**src/rtl/post_spi_ctrl_gen.sv**
```systemverilog
// SPI slave that loads and inspects the Post machine code and tape memories.
// SPI pins are oversampled on a runtime-selectable clock-enable tick; no derived clocks.
module post_spi_ctrl_gen #(
   parameter int CW    = 4,
   parameter int DW    = 1,
   parameter int AW    = 8,
   parameter int DIV_W = 16,
   parameter int SEL_W = 4
) (
   input  logic             CLK,
   input  logic             RST,
   input  logic [SEL_W-1:0] DIV_SEL,
   input  logic             CS,
   input  logic             SCK,
   input  logic             MOSI,
   output logic             MISO,
   input  logic [CW-1:0]    CIN,
   output logic [CW-1:0]    COUT,
   output logic [AW-1:0]    CADD,
   output logic             CWE,
   input  logic [DW-1:0]    DIN,
   output logic [DW-1:0]    DOUT,
   output logic [AW-1:0]    DADD,
   output logic             DWE,
   output logic             PEN,
   output logic             ERR
);

   localparam logic [1:0] IDLE = 2'd0;
   localparam logic [1:0] CMD  = 2'd1;
   localparam logic [1:0] ADDR = 2'd2;
   localparam logic [1:0] DATA = 2'd3;

   localparam int NAB = (AW <= 8) ? 1 : 2;

   logic [DIV_W-1:0] div_cnt;
   logic [DIV_W-1:0] div_mask;
   logic [SEL_W-1:0] sel_q;
   logic             tick;

   logic [1:0] cs_sync, sck_sync, mosi_sync;
   logic       cs_q, sck_q;
   logic       cs_fall, cs_rise, sck_rise, sck_fall;

   logic [1:0]    state;
   logic          in_frame;
   logic [2:0]    bit_cnt;
   logic          ab_cnt;
   logic [6:0]    rx;
   logic [7:0]    rx_byte;
   logic [7:0]    addr_hi;
   logic [AW-1:0] addr_new;
   logic [7:0]    tx;
   logic [1:0]    cap_cnt;
   logic          is_write, tgt;
   logic          wr_pend, inc_pend;

   // Tick when the low DIV_SEL counter bits are all ones; the select is latched on a tick
   // so a change only applies from the next wrap.
   assign div_mask = (DIV_W'(1) << sel_q) - DIV_W'(1);
   assign tick     = (div_cnt & div_mask) == div_mask;

   always_ff @(posedge CLK or negedge RST) begin
      if (!RST) begin
         div_cnt <= '0;
         sel_q   <= '0;
      end else begin
         // NOTE: sequential state uses <= so every flop samples pre-edge values.
         div_cnt <= div_cnt + DIV_W'(1);
         if (tick) sel_q <= DIV_SEL;
      end
   end

   always_ff @(posedge CLK or negedge RST) begin
      if (!RST) begin
         cs_sync   <= 2'b11;
         cs_q      <= 1'b1;
         sck_sync  <= 2'b00;
         sck_q     <= 1'b0;
         mosi_sync <= 2'b00;
      end else if (tick) begin
         cs_sync   <= {cs_sync[0], CS};
         cs_q      <= cs_sync[1];
         sck_sync  <= {sck_sync[0], SCK};
         sck_q     <= sck_sync[1];
         mosi_sync <= {mosi_sync[0], MOSI};
      end
   end

   assign cs_fall  = tick &  cs_q  & ~cs_sync[1];
   assign cs_rise  = tick & ~cs_q  &  cs_sync[1];
   assign sck_rise = tick & ~sck_q &  sck_sync[1];
   assign sck_fall = tick &  sck_q & ~sck_sync[1];

   assign in_frame = (state != IDLE);
   assign rx_byte  = {rx, mosi_sync[1]};
   assign addr_new = AW'({addr_hi, rx_byte});
   assign PEN      = in_frame;

   always_ff @(posedge CLK or negedge RST) begin
      if (!RST) begin
         state    <= IDLE;
         bit_cnt  <= '0;
         ab_cnt   <= 1'b0;
         rx       <= '0;
         addr_hi  <= '0;
         tx       <= '0;
         cap_cnt  <= '0;
         is_write <= 1'b0;
         tgt      <= 1'b0;
         wr_pend  <= 1'b0;
         inc_pend <= 1'b0;
         MISO     <= 1'b0;
         COUT     <= '0;
         CADD     <= '0;
         CWE      <= 1'b0;
         DOUT     <= '0;
         DADD     <= '0;
         DWE      <= 1'b0;
         ERR      <= 1'b0;
      end else begin
         // Write path: data registered on byte completion, strobe on the next tick,
         // address bump on the first tick after the strobe has dropped.
         CWE <= 1'b0;
         DWE <= 1'b0;
         if (tick && wr_pend) begin
            wr_pend <= 1'b0;
            CWE     <= ~tgt;
            DWE     <= tgt;
         end
         if (CWE || DWE) inc_pend <= 1'b1;
         if (tick && inc_pend) begin
            inc_pend <= 1'b0;
            if (tgt) DADD <= DADD + AW'(1);
            else     CADD <= CADD + AW'(1);
         end

         // Read path: memory word captured two ticks after the address moves.
         if (tick && cap_cnt != 2'd0) begin
            cap_cnt <= cap_cnt - 2'd1;
            if (cap_cnt == 2'd1) tx <= tgt ? 8'(DIN) : 8'(CIN);
         end

         if (state != DATA || is_write) begin
            MISO <= 1'b0;
         end else if (sck_fall) begin
            MISO <= tx[7];
            tx   <= {tx[6:0], 1'b0};
         end

         if (in_frame && cs_rise) begin
            state   <= IDLE;
            bit_cnt <= '0;
            cap_cnt <= '0;
            if (bit_cnt != 3'd0) ERR <= 1'b1;
         end else if (!in_frame) begin
            if (cs_fall) begin
               state   <= CMD;
               ERR     <= 1'b0;
               bit_cnt <= '0;
               ab_cnt  <= 1'b0;
            end
         end else if (sck_rise) begin
            rx      <= rx_byte[6:0];
            bit_cnt <= bit_cnt + 3'd1;
            if (bit_cnt == 3'd7) begin
               case (state)
                  CMD: begin
                     is_write <= rx_byte[7];
                     tgt      <= rx_byte[6];
                     state    <= ADDR;
                  end
                  ADDR: begin
                     addr_hi <= rx_byte;
                     if (ab_cnt == 1'(NAB - 1)) begin
                        state <= DATA;
                        if (tgt) DADD <= addr_new;
                        else     CADD <= addr_new;
                        if (!is_write) cap_cnt <= 2'd2;
                     end else begin
                        ab_cnt <= ab_cnt + 1'b1;
                     end
                  end
                  DATA: begin
                     if (is_write) begin
                        if (tgt) DOUT <= rx_byte[DW-1:0];
                        else     COUT <= rx_byte[CW-1:0];
                        wr_pend <= 1'b1;
                     end else begin
                        if (tgt) DADD <= DADD + AW'(1);
                        else     CADD <= CADD + AW'(1);
                        cap_cnt <= 2'd2;
                     end
                  end
                  default: ;
               endcase
            end
         end
      end
   end

endmodule

```
**config.mk**
```make
export PLATFORM = sky130hd
export DESIGN_NAME = post_spi_ctrl_gen
export DESIGN_NICKNAME = d
export VERILOG_FILES = /design/src/rtl/post_spi_ctrl_gen.sv
export SDC_FILE = /design/constraint.sdc
export NUM_CORES = 1
export LEC_CHECK = 0
export CAP_MARGIN = 10
export CORE_MARGIN = 10
export CORE_UTILIZATION = 55
export CTS_BUF_LIST = sky130_fd_sc_hd__clkbuf_4 sky130_fd_sc_hd__clkbuf_8
export DETAILED_ROUTE_END_ITERATION = 12
export PLACE_DENSITY = 0.77
export SETUP_SLACK_MARGIN = 0.15
export SLEW_MARGIN = 15
export SYNTH_ARGS = -nofsm -noshare
export SYNTH_HDL_FRONTEND = slang
export SYNTH_SLANG_ARGS = --single-unit
export TNS_END_PERCENT = 30
```
**constraint.sdc**
```tcl
create_clock -name CLK -period 7.5 [get_ports CLK]
set_input_delay 1.875 -clock CLK [delete_from_list [all_inputs] [get_ports CLK]]
set_output_delay 1.875 -clock CLK [all_outputs]
set_load 0.01 [all_outputs]
```
==> results of run 1 <==
[layer usage]
layer | share of wire | vias up | GRT usage | wire (µm)
li1 | - | 1770 | - | -
met1 | 0.45 | 1822 | 0.224 | 4860
met2 | 0.48 | 92 | 0.270 | 5190
met3 | 0.048 | 15 | 0.0406 | 520
met4 | 0.016 | 0 | 0.0703 | 175
met5 | 0 | - | 0 | 0
[power breakdown]
group / total, W / internal, W / switching [W]
Combinational: 0.0000149 / 0.00000622 / 0.00000872
Sequential: 0.000420 / 0.000420 / 0
Clock: 0.000358 / 0.000200 / 0.000157
[kinds of logic after synthesis]
kind of cell,count (synthesis)
mux,27
fa+ha+maj,9
compound gates,103
xor+xnor,24
simple gates,187
flops,78
buf+inv,39
[path summary, 6_finish.rpt]
| kind | from | to | slack (ns) | cells after the start |
|---|---|---|---|---|
| max in group asynchronous | RST | CADD[5] | 5.21 | 1 |
| hold reg to reg | cs_sync[0] | cs_sync[0] | 0.46 | 2 |
| setup reg to reg | sel_q[3] | rx[5] | 3.29 | 10 |
| hold / removal | cs_sync[0] | cs_sync[0] | 0.46 | 2 |
| min in group asynchronous | RST | sck_sync[1] | 1.67 | 1 |
| setup / recovery | sel_q[3] | rx[5] | 3.29 | 10 |
[cell usage in the layout, fill, tap and decap left out, types with 3 or more instances in the layout]
| cell | Yosys | routed |
|---|---|---|
| and2_1 | 6 | 6 |
| inv_1 | 13 | 13 |
| or3_1 | 3 | 3 |
| nor3_1 | 7 | 7 |
| o21ai_0 | 21 | 21 |
| xnor2_1 | 12 | 12 |
| clkdlybuf4s50_1 | 0 | 38 |
| dfstp_2 | 3 | 3 |
| nor3b_1 | 7 | 7 |
| nand4_1 | 4 | 4 |
| clkbuf_8 | 0 | 10 |
| a22o_1 | 9 | 9 |
| mux2i_1 | 5 | 5 |
| mux2_1 | 10 | 10 |
| a211oi_1 | 5 | 5 |
| a221oi_1 | 8 | 8 |
| a31oi_1 | 5 | 5 |
| a21oi_1 | 13 | 13 |
| ha_1 | 9 | 9 |
| nor2_1 | 25 | 25 |
| dfrtp_1 | 75 | 75 |
| nor2b_1 | 10 | 10 |
| and3_1 | 10 | 10 |
| nor4_1 | 5 | 5 |
| or4_1 | 3 | 3 |
| and4_1 | 8 | 8 |
| nand2_1 | 50 | 50 |
| nand2b_1 | 11 | 11 |
| o31ai_1 | 3 | 3 |
| xor2_1 | 12 | 12 |
| mux2_2 | 12 | 12 |
| clkinvlp_4 | 0 | 3 |
| nand3_1 | 23 | 23 |
| o22ai_1 | 14 | 14 |
[layout make-up]
class / count / area, µm²
Timing Repair Buffer: 40 / 395
Tap cell: 105 / 131
Inverter: 14 / 52.6
Clock inverter: 5 / 82.6
Multi-Input combinational cell: 350 / 2410
Sequential cell: 78 / 1960
Fill cell: 668 / 2970
Clock buffer: 11 / 145
[flip-flops by register name (all words and copies together) (netlist names), 2 cells and up]
signal     flops
CADD           8
COUT           4
DADD           8
bit_cnt        3
cap_cnt        2
cs_sync        2
div_cnt       15
mosi_sync      2
rx             7
sck_sync       2
sel_q          4
state          2
tx             8
[tightest hold or removal path, cell delays in order (launching register included)]
cell	delay [ns]
dfstp_2	0.37
nand2_1	0.04
nand2_1	0.05
[per-stage QoR]
stage / cells / instance area (µm²) / worst slack, ns
5_1_grt: 603 / 5170 / 2.91
4_1_cts: 603 / 5170 / 3.26
3_5_place_dp: 587 / 4940 / 3.31
3_3_place_gp: 587 / 4940 / 3.43
6_report: 603 / 5170 / 3.29
2_1_floorplan: 467 / 4540 / 4.51
==> out/results.ini, run 1 <==
[detailed_routing]
dr.pass1.iters = 4
wl_mm = 10.7
wire_per_inst_um = 17.8
ant_nets = 0
via_count = 3699
route.detailed.drc = 0
vias_per_cell = 6.13
dr.first_iter.drc_count = 219

[synth]
yosysTopAreaCell = dfrtp_1
synth_most_common_cell = dfrtp_1
yosys-top-cells-count = 75 x dfrtp_1, 50 x nand2_1, 25 x nor2_1, 23 x nand3_1, 21 x o21ai_0
synth.distinct_cells = 69
syn_nets = 490
syn_inst = 467
syn_area_um2 = 4540
synth_top_family_by_area = simple AND/OR/NAND/NOR gates
async_reset_ff_frac = 1.00
yosysSeqAreaShare = 0.431
yosys.area_share.xor_xnor = 0.0463
synth_compound_area_frac = 0.165
yosysTopAreaCellShare = 0.414
synth_edf_count = 0
synth.avg_cell_area_um2 = 9.72
synthMuxAreaShare = 0.0656
yosysWarnings = 0
synth_flop_cell = dfrtp_1
synth_fa_ha_area_frac = 0.0248
synth_seq_cells = 78
synthSimpleGateAreaFrac = 0.229
ys_top_cells_by_area = dfrtp_1 41%, nand2_1 4.1%, mux2_2 3.0%

[job]
drv_cap = 0

[sta]
fin_crit_ns = 4.21
hold_ws_ns = 0.464
finalHoldViolCount = 0
skew_ns = 0.00842
finalSetupTns_ns = 0
fin_crit_sh = 0.562
tightest_slew_ns = 1.03
drv_slew = 0
max_freq_mhz = 237
rsz0062_at_grt = false
setup_violations = 0
relSlewSlack = 0.313

[setup_path]
crit_required_ns = 7.73
arrival_ns = 4.45
cp_slowest_cell = and2_1
critPathMaxStageDelay_ns = 0.71
path_buf_inv = 1
crit_fanout = 23
cp-end-kind = register
start_kind = register
critPathTopFamily = simple AND/OR/NAND/NOR gates
crit_type = register to register
path_cells = nor3_2 > nand2b_1 > ha_1 > inv_1 > and4_1 > a2111oi_2 > o2111a_2 > and2_1 > and3_1 > mux2_1

[grt]
antenna_found_initial = 0
grt_pass1_vias = 3637
grt-ovfl-total = 0
grt_use_total = 0.173
grt_max_degree = 79
grt_first_pass_wirelength_mm = 18.1

[clock_tree]
cts_made_buffers = 9
hold_buffers = 0
cts.repair.resized = 0
h-tree-depth = 3
worstSkewPairLatency_ns = 0.35
cts_tree = done
cts-root-buf = clkbuf_8
clockBufferDepth = 2
clock_sinks = 78
post_cts_buffers = 0
clkTransAtPathRegs_ns = 0.08

[final_layout]
final_util = 0.635
area_growth_syn_to_layout_pct = 13.9
drive_above_1_share = 0.0924
insertedDiodeCount = 0
fin_nets = 516

[hold_path]
hold_path.class = register to register

[place]
post-dp-hpwl_mm = 7.62
io_buffer_count = 39
place.gp.congestion = 0.886

[floorplanning]
die_h_um = 111
placementRows = 33
start_util = 0.558
core_um2 = 8130
fp.dieW_um = 111
pin_count = 40
dieArea_um2 = 12300

[outcome]
outcome = finished, final reports clean

[pwr]
total_power_w = 0.000793
power.leakage_nw = 2.12
powerDensity_nw_per_um2 = 153
ir_drop_mv = 0.0905

No activity file was read; power rests on OpenSTA's default activity.
==> inputs of run 2 (changes only) <==
Clock period 7.5 ns to 4.1 ns, I/O delays scaled along.
==> run 2 against run 1 <==
Combinational power increased by 82%; hold slack lost 0.0027 ns; sequential cell count stayed put; count of clock-buffer cells in the layout stayed put; critical path type unchanged; sequential power grew 83%.
==> out/results.ini, run 2 (same netlist as run 1, synthesis figures left out) <==
[setup_path]
crit_type = register to register
crit_fanout = 16
critPathCapture = COUT[1]
start_kind = register
arrival_ns = 3.77
r2r-start = sel_q[3]
rrSetupSlack_ns = 0.58
rr_worst_depth = 11
crit_required_ns = 4.35
cp-end-kind = register
critPathLaunch = sel_q[3]
timing.rr.end = COUT[1]

[clock_tree]
worstSkewPairLatency_ns = 0.37
clockBufferDepth = 2
clock_sinks = 78
clkTransAtPathRegs_ns = 0.09
h-tree-depth = 3
hold_buffers = 0
cts_tree = done
post_cts_buffers = 0
cts_made_buffers = 9
cts.repair.resized = 0
cts-root-buf = clkbuf_8

[sta]
tightest_slew_ns = 0.992
setup_violations = 0
relSlewSlack = 0.339
fin_crit_ns = 3.52
skew_ns = 0.0161
fin_crit_sh = 0.858
finalHoldViolCount = 0
finalSetupTns_ns = 0
drv_slew = 0
max_freq_mhz = 284
rsz0062_at_grt = false

[pwr]
clkPwrFrac = 0.397
power.switching_w = 0.000307
pwr-share-seq = 0.582
switching_share = 0.233
ir_drop_mv = 0.178
powerDensity_nw_per_um2 = 257
internal_power_w = 0.00101
p_comb_frac = 0.021
power.leakage_nw = 2.10

[grt]
grt-ovfl-total = 0
grt_max_degree = 79
grt_pass1_vias = 3670
antenna_found_initial = 0
grt_first_pass_wirelength_mm = 18.0
grt_use_total = 0.172

[floorplanning]
pin_count = 40
core_um2 = 8130
placementRows = 33
dieArea_um2 = 12300
die_h_um = 111
start_util = 0.558
fp.dieW_um = 111

[final_layout]
mostFrequentLayoutCell = dfrtp_1
layout_common_cells = 75 x dfrtp_1, 50 x nand2_1, 38 x clkdlybuf4s50_1, 25 x nor2_1, 23 x nand3_1
drive_above_1_share = 0.0978
largest_register_ffs = 15
fin_nets = 519
final_util = 0.632
insertedDiodeCount = 0
area_growth_syn_to_layout_pct = 13.3
top_register = div_cnt

[outcome]
outcome = finished, final reports clean

[job]
drv_cap = 0

[detailed_routing]
vias_per_cell = 6.13
dr.first_iter.drc_count = 266
wire_per_inst_um = 17.5
ant_nets = 0
wl_mm = 10.6
route.detailed.drc = 0
via_count = 3712
dr.pass1.iters = 5

[place]
post-dp-hpwl_mm = 7.44
place.gp.congestion = 0.936
io_buffer_count = 39

[hold_path]
hold_path.class = register to register

## run 2: cell count changes in the layout (fill, tap and decap cells not counted), sizes merged
cell / previous run / this run
buf: 2 / 5
bufinv: 2 / 0
clkinvlp: 3 / 5
## run 2: stage by stage
step | instance area (µm²) | hold slack (ns) | setup slack (ns) | power [W] | cells
2_1_floorplan | 4540 | 0.437 | 1.11 | 0.000786 | 467
3_3_place_gp | 4960 | 0.454 | 0.790 | 0.000812 | 590
3_5_place_dp | 4960 | 0.456 | 0.670 | 0.000813 | 590
4_1_cts | 5140 | 0.467 | 0.599 | 0.00133 | 606
5_1_grt | 5140 | 0.523 | 0.324 | 0.00137 | 606
6_report | 5140 | 0.461 | 0.583 | 0.00132 | 606
## run 2: critical path, stage by stage (launching register included)
cell	delay [ns]
dfrtp_1	0.56
nor3_2	0.30
nand2b_1	0.14
ha_1	0.33
or3b_1	0.20
a211oi_1	0.07
a2111o_1	0.46
nor3_4	0.32
nand4_1	0.14
buf_4	0.22
nor3_2	0.27
mux2_2	0.38
## run 2: per-layer routing
metal / vias up / GRT usage / part of all wire
met1: 1802 / 0.217 / 0.45
met5: - / 0 / 0
met2: 109 / 0.268 / 0.48
met4: 0 / 0.0807 / 0.019
met3: 24 / 0.0433 / 0.054
li1: 1777 / - / -
## run 2: worst min-delay path by stage
stage	slack [ns]	startpoint	cells after the start	end
CTS	0.47	cs_sync[0]	2	cs_sync[0]
finish	0.46	cs_sync[0]	2	cs_sync[0]
global placement	0.45	mosi_sync[0]	2	mosi_sync[0]
floorplan	0.44	cs_sync[0]	2	cs_sync[0]
detailed placement	0.46	cs_sync[0]	2	cs_sync[0]
global route	0.52	cs_sync[0]	2	cs_sync[0]
## run 2: cell type report
type                       count  area [µm²]
clock buffer                  11         139
timing repair buffer          43         418
multi-input combinational    350        2410
fill                         650        2990
sequential                    78        1960
clock inverter                 5        37.5
inverter                      14        52.6
tap                          105         131
## run 2: power by group through the flow
stage | combinational [W] | sequential [W] | clock (W)
2_1_floorplan | 0.00000142 | 0.000784 | 0
5_1_grt | 0.0000314 | 0.000769 | 0.000568
4_1_cts | 0.0000286 | 0.000769 | 0.000533
3_3_place_gp | 0.0000282 | 0.000784 | 0
3_5_place_dp | 0.0000287 | 0.000784 | 0
6_report | 0.0000271 | 0.000769 | 0.000524
==> edit: new RTL, settings of run 1 <==
Add an input register stage for `DIV_SEL`, `CS`, `SCK`, `MOSI`, `CIN` and `DIN`, without a reset; this delays them by one clock.
--- a/src/rtl/post_spi_ctrl_gen.sv
+++ b/src/rtl/post_spi_ctrl_gen.sv
@@ -34,4 +34,20 @@
    localparam int NAB = (AW <= 8) ? 1 : 2;
 
+   logic [SEL_W-1:0] DIV_SEL_q;
+   logic CS_q;
+   logic SCK_q;
+   logic MOSI_q;
+   logic [CW-1:0] CIN_q;
+   logic [DW-1:0] DIN_q;
+
+   always_ff @(posedge CLK) begin
+      DIV_SEL_q <= DIV_SEL;
+      CS_q      <= CS;
+      SCK_q     <= SCK;
+      MOSI_q    <= MOSI;
+      CIN_q     <= CIN;
+      DIN_q     <= DIN;
+   end
+
    logic [DIV_W-1:0] div_cnt;
    logic [DIV_W-1:0] div_mask;
@@ -68,5 +84,5 @@
          // NOTE: sequential state uses <= so every flop samples pre-edge values.
          div_cnt <= div_cnt + DIV_W'(1);
-         if (tick) sel_q <= DIV_SEL;
+         if (tick) sel_q <= DIV_SEL_q;
       end
    end
@@ -80,9 +96,9 @@
          mosi_sync <= 2'b00;
       end else if (tick) begin
-         cs_sync   <= {cs_sync[0], CS};
+         cs_sync   <= {cs_sync[0], CS_q};
          cs_q      <= cs_sync[1];
-         sck_sync  <= {sck_sync[0], SCK};
+         sck_sync  <= {sck_sync[0], SCK_q};
          sck_q     <= sck_sync[1];
-         mosi_sync <= {mosi_sync[0], MOSI};
+         mosi_sync <= {mosi_sync[0], MOSI_q};
       end
    end
@@ -139,5 +155,5 @@
          if (tick && cap_cnt != 2'd0) begin
             cap_cnt <= cap_cnt - 2'd1;
-            if (cap_cnt == 2'd1) tx <= tgt ? 8'(DIN) : 8'(CIN);
+            if (cap_cnt == 2'd1) tx <= tgt ? 8'(DIN_q) : 8'(CIN_q);
          end
 
Function: changed (a bounded check fails within 4 cycles, from zero or initial values and one cycle with RST low).
==> edit against run 1 <==
  * Synthesized area increased by 6.4%
  * Wire length up 3.1%
  * Design area grew 5.6%
  * Sequential cell count increased by 12
  * Setup slack improved by 0.33 ns
  * Critical endpoint is now rx[6]
  * Highest routed layer unchanged
Power is not compared: it rests on default switching activity, and its combinational part moved more than twofold at a synthesized area within 25%.
==> edit: results <==
{
  "status": "finished clean",
  "grt_max_degree": 79,
  "clk_latency_ns": 0.37,
  "reg2reg_from": "sel_q[1]",
  "fin_cells": 652,
  "synth.net_count": 538,
  "ys_types": 55,
  "drive_gt1_frac": 0.0846,
  "yosysSeqAreaShare": 0.455,
  "skew_ns": 0.0163,
  "vias_per_cell": 6.09,
  "cp_slowest_stage_delay_ns": 0.53,
  "clk_pin_slew_worst_paths_ns": 0.10,
  "reg2reg_depth": 11,
  "dpl.hpwl_mm": 7.48,
  "grt_pass1_wl_mm": 18.8,
  "synthTopCellsByCount": "dfrtp_1 (75), nand2_1 (57), nor2_1 (38)",
  "synth_fa_ha_area_frac": 0.0337,
  "async_reset_ff_frac": 0.867,
  "drt_iter0_markers": 371,
  "endpoint": "rx[6]",
  "nFillCells": 726,
  "synthCells": 511,
  "synthMuxAreaShare": 0.0700,
  "yosys_warnings": 0,
  "grt_pass1_vias": 3778,
  "track_usage": 0.174,
  "hp-class": "register to register",
  "synth_xor_area_frac": 0.0417,
  "drt_pass1_iterations": 5,
  "dp_cells": 636,
  "slew_headroom": 0.350,
  "max_flop_register": "div_cnt",
  "crit_fanout": 33,
  "crit_slowest_cell": "dfrtp_1",
  "worstPathArrival_ns": 4.14,
  "synth_compound_area_frac": 0.157,
  "reg2reg_slack_ns": 3.62,
  "gp_congestion": 0.916,
  "fin_nets": 566,
  "synth_area_leaders": "dfrtp_1 (39%), dfxtp_1 (5.0%), nand2_1 (4.4%)",
  "wl_mm": 11.1
}
edit: through the flow:
step | setup slack (ns) | area [sq um] | hold WS (ns)
after CTS | 3.65 | 5460 | 0.397
after floorplan | 4.13 | 4830 | 0.364
after global routing | 3.28 | 5460 | 0.432
final | 3.62 | 5460 | 0.391
after detailed placement | 3.67 | 5270 | 0.382
after global placement | 3.83 | 5270 | 0.373
edit: per-layer routing:
| layer | GRT usage | up-vias | routed length, microns |
|---|---|---|---|
| met1 | 0.239 | 1912 | 5020 |
| met2 | 0.266 | 148 | 5070 |
| met4 | 0.0635 | 0 | 226 |
| met5 | 0 | - | 0 |
| met3 | 0.0341 | 27 | 762 |
| li1 | - | 1885 | - |
edit: layout make-up:
class                           instances  area, sq um  area share
Clock inverter                          7         71.3      0.0131
Inverter                               15         56.3      0.0103
Timing Repair Buffer                   44          425      0.0779
Clock buffer                            9          124      0.0227
Sequential cell                        90         2200       0.402
Multi-Input combinational cell        379         2450       0.449
Tap cell                              108          135      0.0247
edit: cell families (layout without fill, tap and decap cells):
group | Yosys count | after routing
fa+ha+maj | 13 | 13
xor+xnor | 23 | 23
mux | 32 | 32
simple gates | 192 | 192
buf+inv | 42 | 75
flops | 90 | 90
compound gates | 119 | 119
edit: worst min path at each step:
stage / from / to / cells past startpoint
finish: CS_q / cs_sync[0] / 2
detailed placement: CS_q / cs_sync[0] / 2
global route: CS_q / cs_sync[0] / 2
CTS: CS_q / cs_sync[0] / 2
global placement: CS_q / cs_sync[0] / 2
floorplan: CS_q / cs_sync[0] / 2
edit: report_power, final:
part	leakage [nW]	switching (mW)	internal, mW
clock network	0.0931	0.198	0.130
logic	0.947	0.0230	0.0168
registers	1.15	0.00901	0.492
total	2.19	0.230	0.639
